[src/rtl/mem_stream_ctrl.sv]
// -----------------------------------------------------------------------------
// mem_stream_ctrl
//
// Fill/drain sequencing engine for a single-port synchronous memory
// (WIDTH x DEPTH, wrbar=1 write, wrbar=0 read, read data registered and valid
// the cycle after the read address is presented).
//
// Fill:  after a fill_start pulse, words arriving on the s_* stream are written
//        to consecutive addresses from 0, one per cycle, with no added latency.
//        The fill ends on the word flagged s_last or on the word written to the
//        top address, whichever comes first.
// Drain: after a drain_start pulse (only when at least one word is stored),
//        the stored words are read back in order and presented on the m_*
//        stream, with m_last flagging the last stored word. Each word costs
//        three cycles: address, capture, present.
//
// Handshake rule (both streams): a word moves on a rising edge where valid and
// ready are both high. While m_valid is high and m_ready is low, m_data,
// m_last and mem_addr are held unchanged. s_ready and m_valid are never high
// in the same cycle.
//
// Ports
//   i_clk, i_rst          clock; asynchronous active-high reset
//   i_fill_start          pulse: begin a fill at address 0 (IDLE only)
//   i_drain_start         pulse: begin a drain from address 0 (IDLE only)
//   i_s_valid/i_s_data/i_s_last, o_s_ready   write stream
//   o_m_valid/o_m_data/o_m_last, i_m_ready   read-back stream
//   o_busy                high whenever the engine is not IDLE
//   o_words_stored        words written by the last fill (0..DEPTH)
//   o_mem_addr/o_mem_wdata/o_mem_wrbar       to the memory
//   i_mem_rdata           registered read data from the memory
//   o_state               current FSM state, for debug and checkers
// -----------------------------------------------------------------------------
module mem_stream_ctrl #(
  parameter int WIDTH = 32,
  parameter int DEPTH = 256,
  parameter int ADDR  = 8
) (
  input  logic             i_clk,
  input  logic             i_rst,
  input  logic             i_fill_start,
  input  logic             i_drain_start,
  input  logic             i_s_valid,
  input  logic [WIDTH-1:0] i_s_data,
  input  logic             i_s_last,
  output logic             o_s_ready,
  output logic             o_m_valid,
  output logic [WIDTH-1:0] o_m_data,
  output logic             o_m_last,
  input  logic             i_m_ready,
  output logic             o_busy,
  output logic [ADDR:0]    o_words_stored,
  output logic [ADDR-1:0]  o_mem_addr,
  output logic [WIDTH-1:0] o_mem_wdata,
  output logic             o_mem_wrbar,
  input  logic [WIDTH-1:0] i_mem_rdata,
  output logic [2:0]       o_state
);

  typedef enum logic [2:0] {
    ST_IDLE      = 3'd0,
    ST_FILL      = 3'd1,
    ST_DRAIN_RD  = 3'd2,
    ST_DRAIN_CAP = 3'd3,
    ST_DRAIN_OUT = 3'd4
  } state_t;

  state_t            r_state;
  logic [ADDR-1:0]   r_wptr;
  logic [ADDR-1:0]   r_rptr;
  logic [ADDR:0]     r_words_stored;
  logic              r_s_ready;
  logic              r_m_valid;
  logic              r_m_last;
  logic [WIDTH-1:0]  r_m_data;
  logic              r_busy;

  logic              w_accept;
  logic              w_at_top;
  logic              w_fill_end;
  logic              w_rd_last;
  logic              w_out_hs;
  logic              w_draining;

  // r_s_ready is high exactly while in FILL, so accept needs no state decode.
  assign w_accept   = r_s_ready & i_s_valid;
  // The top address ends the fill even without s_last; wptr never wraps.
  assign w_at_top   = (r_wptr == ADDR'(DEPTH - 1));
  assign w_fill_end = w_accept & (i_s_last | w_at_top);
  // Evaluated in DRAIN_CAP, so m_last is registered alongside m_data.
  assign w_rd_last  = (({1'b0, r_rptr} + {{ADDR{1'b0}}, 1'b1}) == r_words_stored);
  assign w_out_hs   = r_m_valid & i_m_ready;
  assign w_draining = (r_state == ST_DRAIN_RD) || (r_state == ST_DRAIN_CAP) ||
                      (r_state == ST_DRAIN_OUT);

  // Memory port is combinational so an accepted word is written on the very
  // edge that accepts it (zero added write latency). During a drain the read
  // address is rptr, which only moves on an output handshake, so it stays
  // stable through capture and any backpressure.
  always_comb begin
    o_mem_addr  = '0;
    o_mem_wdata = '0;
    o_mem_wrbar = 1'b0;
    if (w_accept) begin
      o_mem_addr  = r_wptr;
      o_mem_wdata = i_s_data;
      o_mem_wrbar = 1'b1;
    end else if (w_draining) begin
      o_mem_addr  = r_rptr;
    end
  end

  always_ff @(posedge i_clk or posedge i_rst) begin
    if (i_rst) begin
      r_state        <= ST_IDLE;
      r_wptr         <= '0;
      r_rptr         <= '0;
      r_words_stored <= '0;
      r_s_ready      <= 1'b0;
      r_m_valid      <= 1'b0;
      r_m_last       <= 1'b0;
      r_m_data       <= '0;
      r_busy         <= 1'b0;
    end else begin
      case (r_state)
        ST_IDLE: begin
          // Fill takes priority over drain when both pulse together.
          if (i_fill_start) begin
            r_state        <= ST_FILL;
            r_wptr         <= '0;
            r_words_stored <= '0;
            r_s_ready      <= 1'b1;
            r_busy         <= 1'b1;
          end else if (i_drain_start && (r_words_stored != '0)) begin
            r_state <= ST_DRAIN_RD;
            r_rptr  <= '0;
            r_busy  <= 1'b1;
          end
        end

        ST_FILL: begin
          if (w_accept) begin
            r_words_stored <= r_words_stored + {{ADDR{1'b0}}, 1'b1};
            if (!w_at_top) begin
              r_wptr <= r_wptr + {{(ADDR-1){1'b0}}, 1'b1};
            end
          end
          if (w_fill_end) begin
            r_state   <= ST_IDLE;
            r_s_ready <= 1'b0;
            r_busy    <= 1'b0;
          end
        end

        ST_DRAIN_RD: begin
          // Address is presented this cycle; the memory registers the data.
          r_state <= ST_DRAIN_CAP;
        end

        ST_DRAIN_CAP: begin
          r_m_data  <= i_mem_rdata;
          r_m_last  <= w_rd_last;
          r_m_valid <= 1'b1;
          r_state   <= ST_DRAIN_OUT;
        end

        ST_DRAIN_OUT: begin
          if (w_out_hs) begin
            r_m_valid <= 1'b0;
            r_m_last  <= 1'b0;
            if (r_m_last) begin
              r_state <= ST_IDLE;
              r_busy  <= 1'b0;
            end else begin
              r_rptr  <= r_rptr + {{(ADDR-1){1'b0}}, 1'b1};
              r_state <= ST_DRAIN_RD;
            end
          end
        end

        default: begin
          r_state   <= ST_IDLE;
          r_s_ready <= 1'b0;
          r_m_valid <= 1'b0;
          r_m_last  <= 1'b0;
          r_busy    <= 1'b0;
        end
      endcase
    end
  end

  assign o_s_ready      = r_s_ready;
  assign o_m_valid      = r_m_valid;
  assign o_m_data       = r_m_data;
  assign o_m_last       = r_m_last;
  assign o_busy         = r_busy;
  assign o_words_stored = r_words_stored;
  assign o_state        = r_state;

endmodule

[config.mk]
export PLATFORM = sky130hd
export DESIGN_NAME = mem_stream_ctrl
export DESIGN_NICKNAME = d
export VERILOG_FILES = /design/src/rtl/mem_stream_ctrl.sv
export SDC_FILE = /design/constraint.sdc
export NUM_CORES = 1
export LEC_CHECK = 0
export ABC_AREA = 1
export BUFFER_PORTS_ARGS = -buffer_cell sky130_fd_sc_hd__buf_2
export CAP_MARGIN = 20
export CORE_MARGIN = 2
export CORE_UTILIZATION = 51
export CTS_CLUSTER_DIAMETER = 150
export DETAILED_ROUTE_END_ITERATION = 16
export PLACE_DENSITY_LB_ADDON = 0.2
export SLEW_MARGIN = 20
export SYNTH_ARGS = -nofsm -noshare
export SYNTH_HDL_FRONTEND = slang
export SYNTH_SLANG_ARGS = --single-unit
[constraint.sdc]
create_clock -name i_clk -period 2.5 [get_ports i_clk]
set_clock_uncertainty 0.05 [all_clocks]
set_input_delay 0.125 -clock i_clk [delete_from_list [all_inputs] [get_ports i_clk]]
set_output_delay 0.125 -clock i_clk [all_outputs]
set_load 0.01 [all_outputs]
==> impl_metrics.csv, run 1 <==
group,metric,value,unit
cts,clock_sinks,64,
final_layout,final_area,0.00504,mm²
placement,place_inst,769,
setup_path,r2r_slack,570,ps
sta,post-route-period-util,85.5,%
power,powerDensity,967,mW/mm²
final_layout,multiInputGateArea,0.00166,mm²
run_status,outcome,"complete, no violations",
power,combPwrFrac,45.7,%
cts,ctsResizeCount,0,
drt,totalWireLength,10600,µm
setup_path,cp_data_required_time,2330,ps
placement,post_dp_cell_area,0.00451,mm²
final_layout,fin_util,73.8,%
cts,insertion_delay,330,ps
die,die_area,0.00778,mm²
synth,synth_area,0.00361,mm²
power,p_sw,2.15,mW
flow_run,cap_violations,0,
placement,dp_hpwl,7120,µm
cts,clockBufferDepth,2,
setup_path,r2r-end,"r_rptr[7]$_DFFE_PP0P_",
final_layout,drive_above_1_share,27.5,%
placement,numPortBuffers,159,
synth,yosys.area.top_type_share,44.3,%
sta,period_needed,2140,ps
setup_path,end_kind,"output pin",
sta,rsz0062_at_grt,"no",
die,coreArea,0.00683,mm²
synth,syn_avg_cell_area,6.92,µm²
die,initial_utilization,52.9,%
setup_path,cp_max_fo,10,
power,power_frac_seq,36.3,%
drt,via_per_inst,4.99,
synth,synthCells,522,
drt,wl_per_cell,13.0,µm
sta,timing.fmax,468,MHz
power,p_leak,2.90,nW
synth,synth_area_leaders,"dfrtp_1 44%, nand2_1 20%, inv_1 7.7%, nand3_1 6.4%, nor2_1 5.8%",
synth,synth_cell_types,28,
grt,antenna_found_initial,0,
final_layout,nNetsFinal,792,
min_path,hold_depth,3,
grt,track_usage,28.7,%
die,die_w,88.2,µm
min_path,min_path_type,"input pin to register",
power,peakVddDrop,0.696,mV
grt,grt_pass1_wl,17400,µm
drt,vias,4073,
synth,yosys.area.top_type,"dfrtp_1",
cts,root_buffer,"clkbuf_8",
min_path,hold_end,"o_state[0]$_DFFE_PP0P_",
placement,gp_congestion,0.895,
setup_path,critical_path_class,"register to output pin",
drt,drc,0,
synth,synthTopCellsByCount,"192 x nand2_1, 74 x inv_1, 64 x dfrtp_1, 56 x nor2_1, 46 x nand3_1",
setup_path,r2r_start,"o_state[1]$_DFFE_PP0P_",
synth,synth.most_common_cell,"nand2_1",
power,pwr-share-clk,18.1,%
min_path,hp-start,"i_fill_start",
sta,maxSlewHeadroom,56.9,%
final_layout,fin_cells,817,
grt,grt_max_degree,49,
drt,drtIter0Drc,217,
setup_path,r2r_cells,7,
synth,ys_seq_area_share,44.3,%
synth,synth_flop_cell,"dfrtp_1",
synth,ys_async_sr_fraction,100,%
sta,worst_slew_pin_slew,645,ps
power,intPower,2.72,mW
synth,synth_enable_flop_cells,0,
final_layout,fillCellCount,551,
cts,clkTransAtPathRegs,70,ps
cts,cts_max_level,3,
power,p_sw_share,44.2,%
setup_path,worstSetupStartpointType,"register",
cts,numCtsBuffers,9,
synth,ys_seq_elements,64,
grt,overflow,0,
die,rows,30,
die,die_h,88.2,µm
sta,slew_violations,0,
final_layout,syn2layout_area_growth,39.4,%
cts,cts_tree,"built",
final_layout,num_antenna_cells,0,
drt,ant_nets,0,
sta,setup_tns,0,ps
synth,yosysWarnings,0,
die,ios,160,
setup_path,arrival,1960,ps
final_layout,seqCellArea,0.00160,mm²
sta,finalSetupViolCount,0,
drt,dr.pass1.iters,5,
grt,grt_pass1_vias,3900,
sta,hold_violations,0,
synth,synthesis.nets,597,
==> timing repair <==
action                    CTS  global route
hold endpoints to repair   62             0
buffers inserted            0             0
hold buffers               33             0
==> placed cells by master (no fill, tap or decap), types with 2 or more instances in the layout <==
master,instances
a21oi_1,4
buf_2,159
buf_4,7
clkbuf_8,10
clkinvlp_4,3
dfrtp_1,64
dlygate4sd3_1,33
ha_1,4
inv_1,73
inv_2,3
nand2_1,192
nand3_1,46
nand4_1,6
nor2_1,55
nor3_1,8
o21ai_0,26
o21ai_2,8
o21bai_1,2
xor2_1,4
==> registers in the layout, indices dropped and copies added, names as in the netlist <==
signal / count
o_m_last: 1
o_busy: 1
o_words_stored: 9
r_rptr: 8
o_m_data: 32
r_wptr: 8
o_m_valid: 1
o_state: 3
o_s_ready: 1
==> worst max path at each step <==
stage          slack [ps]                   start  cells after the start                    end
2_1_floorplan         710  o_state[1]$_DFFE_PP0P_                      9  r_rptr[0]$_DFFE_PP0P_
3_3_place_gp          660  o_state[1]$_DFFE_PP0P_                      7  r_rptr[3]$_DFFE_PP0P_
3_5_place_dp          590  o_state[1]$_DFFE_PP0P_                      7  r_rptr[7]$_DFFE_PP0P_
4_1_cts               350  o_state[1]$_DFFE_PP0P_                      6          o_mem_addr[1]
5_1_grt               130  o_state[1]$_DFFE_PP0P_                      6          o_mem_addr[0]
6_report              360  o_state[1]$_DFFE_PP0P_                      6          o_mem_addr[1]
==> critical path, cell delays in order (launching register included) <==
cell and delay, ps:
dfrtp_1 480, nor3_4 440, inv_2 80, nand2_1 240, nand3_1 130, o21ai_0 100, buf_2 160
==> metrics by stage <==
stage,hold WS (ps),total power [mW],setup slack [ps]
2_1_floorplan,192,3.07,712
3_3_place_gp,201,3.81,665
3_5_place_dp,207,3.89,591
4_1_cts,85.7,4.81,348
5_1_grt,152,5.27,133
6_report,102,4.87,363
==> layer usage <==
layer | part of all wire [%] | up-vias | GRT usage, %
met4 | 2.4 | 0 | 13.1
li1 | - | 2002 | -
met2 | 47 | 210 | 48.0
met1 | 41 | 1839 | 34.8
met3 | 9.5 | 22 | 7.54
met5 | 0 | - | 0
==> final cells by class <==
cell class / instances / share of cell area [%]
inverter: 77 / 5.73
timing repair buffer: 199 / 23.4
tap: 96 / 2.38
multi-input combinational: 366 / 32.8
clock buffer: 10 / 2.73
clock inverter: 5 / 1.14
sequential: 64 / 31.8
==> power groups by stage <==
| stage | Clock, mW | Combinational [mW] | Sequential [mW] |
|---|---|---|---|
| CTS | 0.888 | 2.17 | 1.74 |
| floorplan | 0 | 1.21 | 1.86 |
| detailed placement | 0 | 2.14 | 1.74 |
| global placement | 0 | 2.07 | 1.74 |
| global route | 0.941 | 2.51 | 1.82 |
| finish | 0.880 | 2.23 | 1.77 |
==> logic make-up (layout without fill, tap and decap cells) <==
logic type      after synthesis  count (layout)  synth area share (%)
compound gates               42              42                  6.92
xor+xnor                      5               5                  1.21
fa+ha+maj                     4               4                  1.38
buf+inv                      92             291                  9.97
flops                        64              64                  44.3
simple gates                315             315                  36.2
(Power assumes the default switching activity.)
==> inputs of run 2 (changes only) <==
--- a/config.mk
+++ b/config.mk
@@ -8,8 +8,10 @@
 export ABC_AREA = 1
 export BUFFER_PORTS_ARGS = -buffer_cell sky130_fd_sc_hd__buf_2
 export CAP_MARGIN = 20
+export CELL_PAD_IN_SITES_DETAIL_PLACEMENT = 0
+export CELL_PAD_IN_SITES_GLOBAL_PLACEMENT = 2
 export CORE_MARGIN = 2
-export CORE_UTILIZATION = 51
+export CORE_UTILIZATION = 26
 export CTS_CLUSTER_DIAMETER = 150
 export DETAILED_ROUTE_END_ITERATION = 16
 export PLACE_DENSITY_LB_ADDON = 0.2
==> impl_metrics.csv, run 2 (same netlist as run 1, synthesis figures left out) <==
group,metric,value,unit
placement,gp_congestion,0.777,
setup_path,arrival,2060,ps
final_layout,final_area,0.00526,mm²
sta,hold_slack,79.0,ps
sta,slew_violations,0,
grt,antenna_found_initial,0,
setup_path,r2r_slack,580,ps
grt,grt_pass1_wl,17700,µm
final_layout,drive_above_1_share,27.3,%
placement,post_dp_cell_area,0.00463,mm²
drt,via_per_inst,4.25,
setup_path,end_kind,"output pin",
setup_path,r2r_start,"o_state[1]$_DFFE_PP0P_",
power,powerDensity,992,mW/mm²
power,p_leak,2.96,nW
setup_path,worstSetupStartpointType,"register",
die,die_w,122,µm
die,initial_utilization,26.3,%
placement,numPortBuffers,159,
cts,clkTransAtPathRegs,50,ps
final_layout,layout_common_cells,"192 x nand2_1, 159 x buf_2, 73 x inv_1, 64 x dfrtp_1, 55 x nor2_1",
final_layout,fillCellCount,1451,
sta,timing.fmax,448,MHz
sta,worst_slew_pin_slew,665,ps
setup_path,cp-endpoint,"o_mem_addr[0]",
min_path,hold_depth,3,
cts,post-cts-setup-buffers,0,
drt,vias,3837,
sta,hold_violations,0,
drt,ant_nets,0,
setup_path,r2r_cells,7,
die,rows,43,
setup_path,critical_path_class,"register to output pin",
cts,numCtsBuffers,9,
sta,maxSlewHeadroom,55.6,%
sta,period_needed,2230,ps
final_layout,largest_register_ffs,32,
die,ios,160,
power,peakVddDrop,0.409,mV
die,coreArea,0.0137,mm²
sta,rsz0062_at_grt,"no",
run_status,outcome,"complete, no violations",
cts,insertion_delay,320,ps
final_layout,nNetsFinal,792,
cts,cts_tree,"built",
final_layout,final_common_cell,"nand2_1",
cts,clockBufferDepth,2,
grt,overflow,0,
drt,drtIter0Drc,124,
die,die_area,0.0149,mm²
grt,track_usage,15.1,%
sta,post-route-period-util,89.3,%
drt,drc,0,
die,die_h,122,µm
cts,root_buffer,"clkbuf_16",
flow_run,cap_violations,0,
placement,place_inst,853,
drt,wl_per_cell,12.2,µm
setup_path,cp-startpoint,"o_state[1]$_DFFE_PP0P_",
sta,setup_tns,0,ps
drt,dr.pass1.iters,4,
min_path,min_path_type,"input pin to register",
cts,clock_sinks,64,
sta,finalSetupViolCount,0,
setup_path,r2r-end,"r_rptr[2]$_DFFE_PP0P_",
final_layout,syn2layout_area_growth,45.6,%
setup_path,cp_data_required_time,2330,ps
final_layout,num_antenna_cells,0,
placement,dp_hpwl,8210,µm
setup_path,cp_max_fo,10,
grt,grt_pass1_vias,3707,
final_layout,fin_cells,902,
grt,grt_max_degree,49,
cts,cts_max_level,3,
drt,totalWireLength,11000,µm
[run 2: per-layer routing]
metal / track usage, % / routed length [µm] / vias to the layer above
li1: - / - / 2001
met1: 18.7 / 4980 / 1669
met2: 25.3 / 4940 / 152
met3: 3.60 / 855 / 15
met4: 6.32 / 189 / 0
met5: 0 / 0 / -
[run 2: worst min-delay path by stage]
| stage | startpoint | end | slack, ps |
|---|---|---|---|
| CTS | i_fill_start | o_state[0]$_DFFE_PP0P_ | 70 |
| floorplan | i_mem_rdata[0] | o_m_data[0]$_DFFE_PP0P_ | 190 |
| detailed placement | i_rst | o_m_data[11]$_DFFE_PP0P_ | 210 |
| finish | i_fill_start | o_state[0]$_DFFE_PP0P_ | 80 |
| global placement | i_rst | o_m_data[11]$_DFFE_PP0P_ | 210 |
| global route | i_fill_start | o_state[0]$_DFFE_PP0P_ | 160 |
[run 2: critical path, cell delays in order (launching register included)]
cell and delay (ps):
dfrtp_1 480, nor3_4 450, inv_2 80, nand2_1 230
nand3_1 150, o21ai_0 150, buf_2 200
[run 2: power breakdown]
part	internal [mW]	switching (mW)	total, mW
clock	0.823	0.444	1.27
combinational	0.819	1.39	2.21
sequential	1.43	0.316	1.75
total	3.08	2.15	5.22
[run 2: area by class of cell]
class / count / area (µm²) / area share (%)
Clock inverter: 3 / 40.0 / 0.761
Inverter: 77 / 289 / 5.49
Timing Repair Buffer: 199 / 1190 / 22.6
Multi-Input combinational cell: 366 / 1660 / 31.5
Clock buffer: 13 / 260 / 4.95
Tap cell: 180 / 225 / 4.28
Sequential cell: 64 / 1600 / 30.4
[run 2: what timing repair did]
item                      in CTS  in global routing
gates resized for setup        0                  0
hold buffers                  33                  0
hold endpoints to repair      60                  0
[run 2: through the flow]
| stage | utilization, % | power (mW) | setup slack (ps) |
|---|---|---|---|
| 6_report | 38.4 | 5.22 | 268 |
| 5_1_grt | 38.4 | 5.71 | 87.2 |
| 4_1_cts | 38.4 | 5.32 | 198 |
| 3_5_place_dp | 33.8 | 3.97 | 561 |
| 3_3_place_gp | 33.8 | 3.95 | 575 |
| 2_1_floorplan | - | 3.07 | 712 |
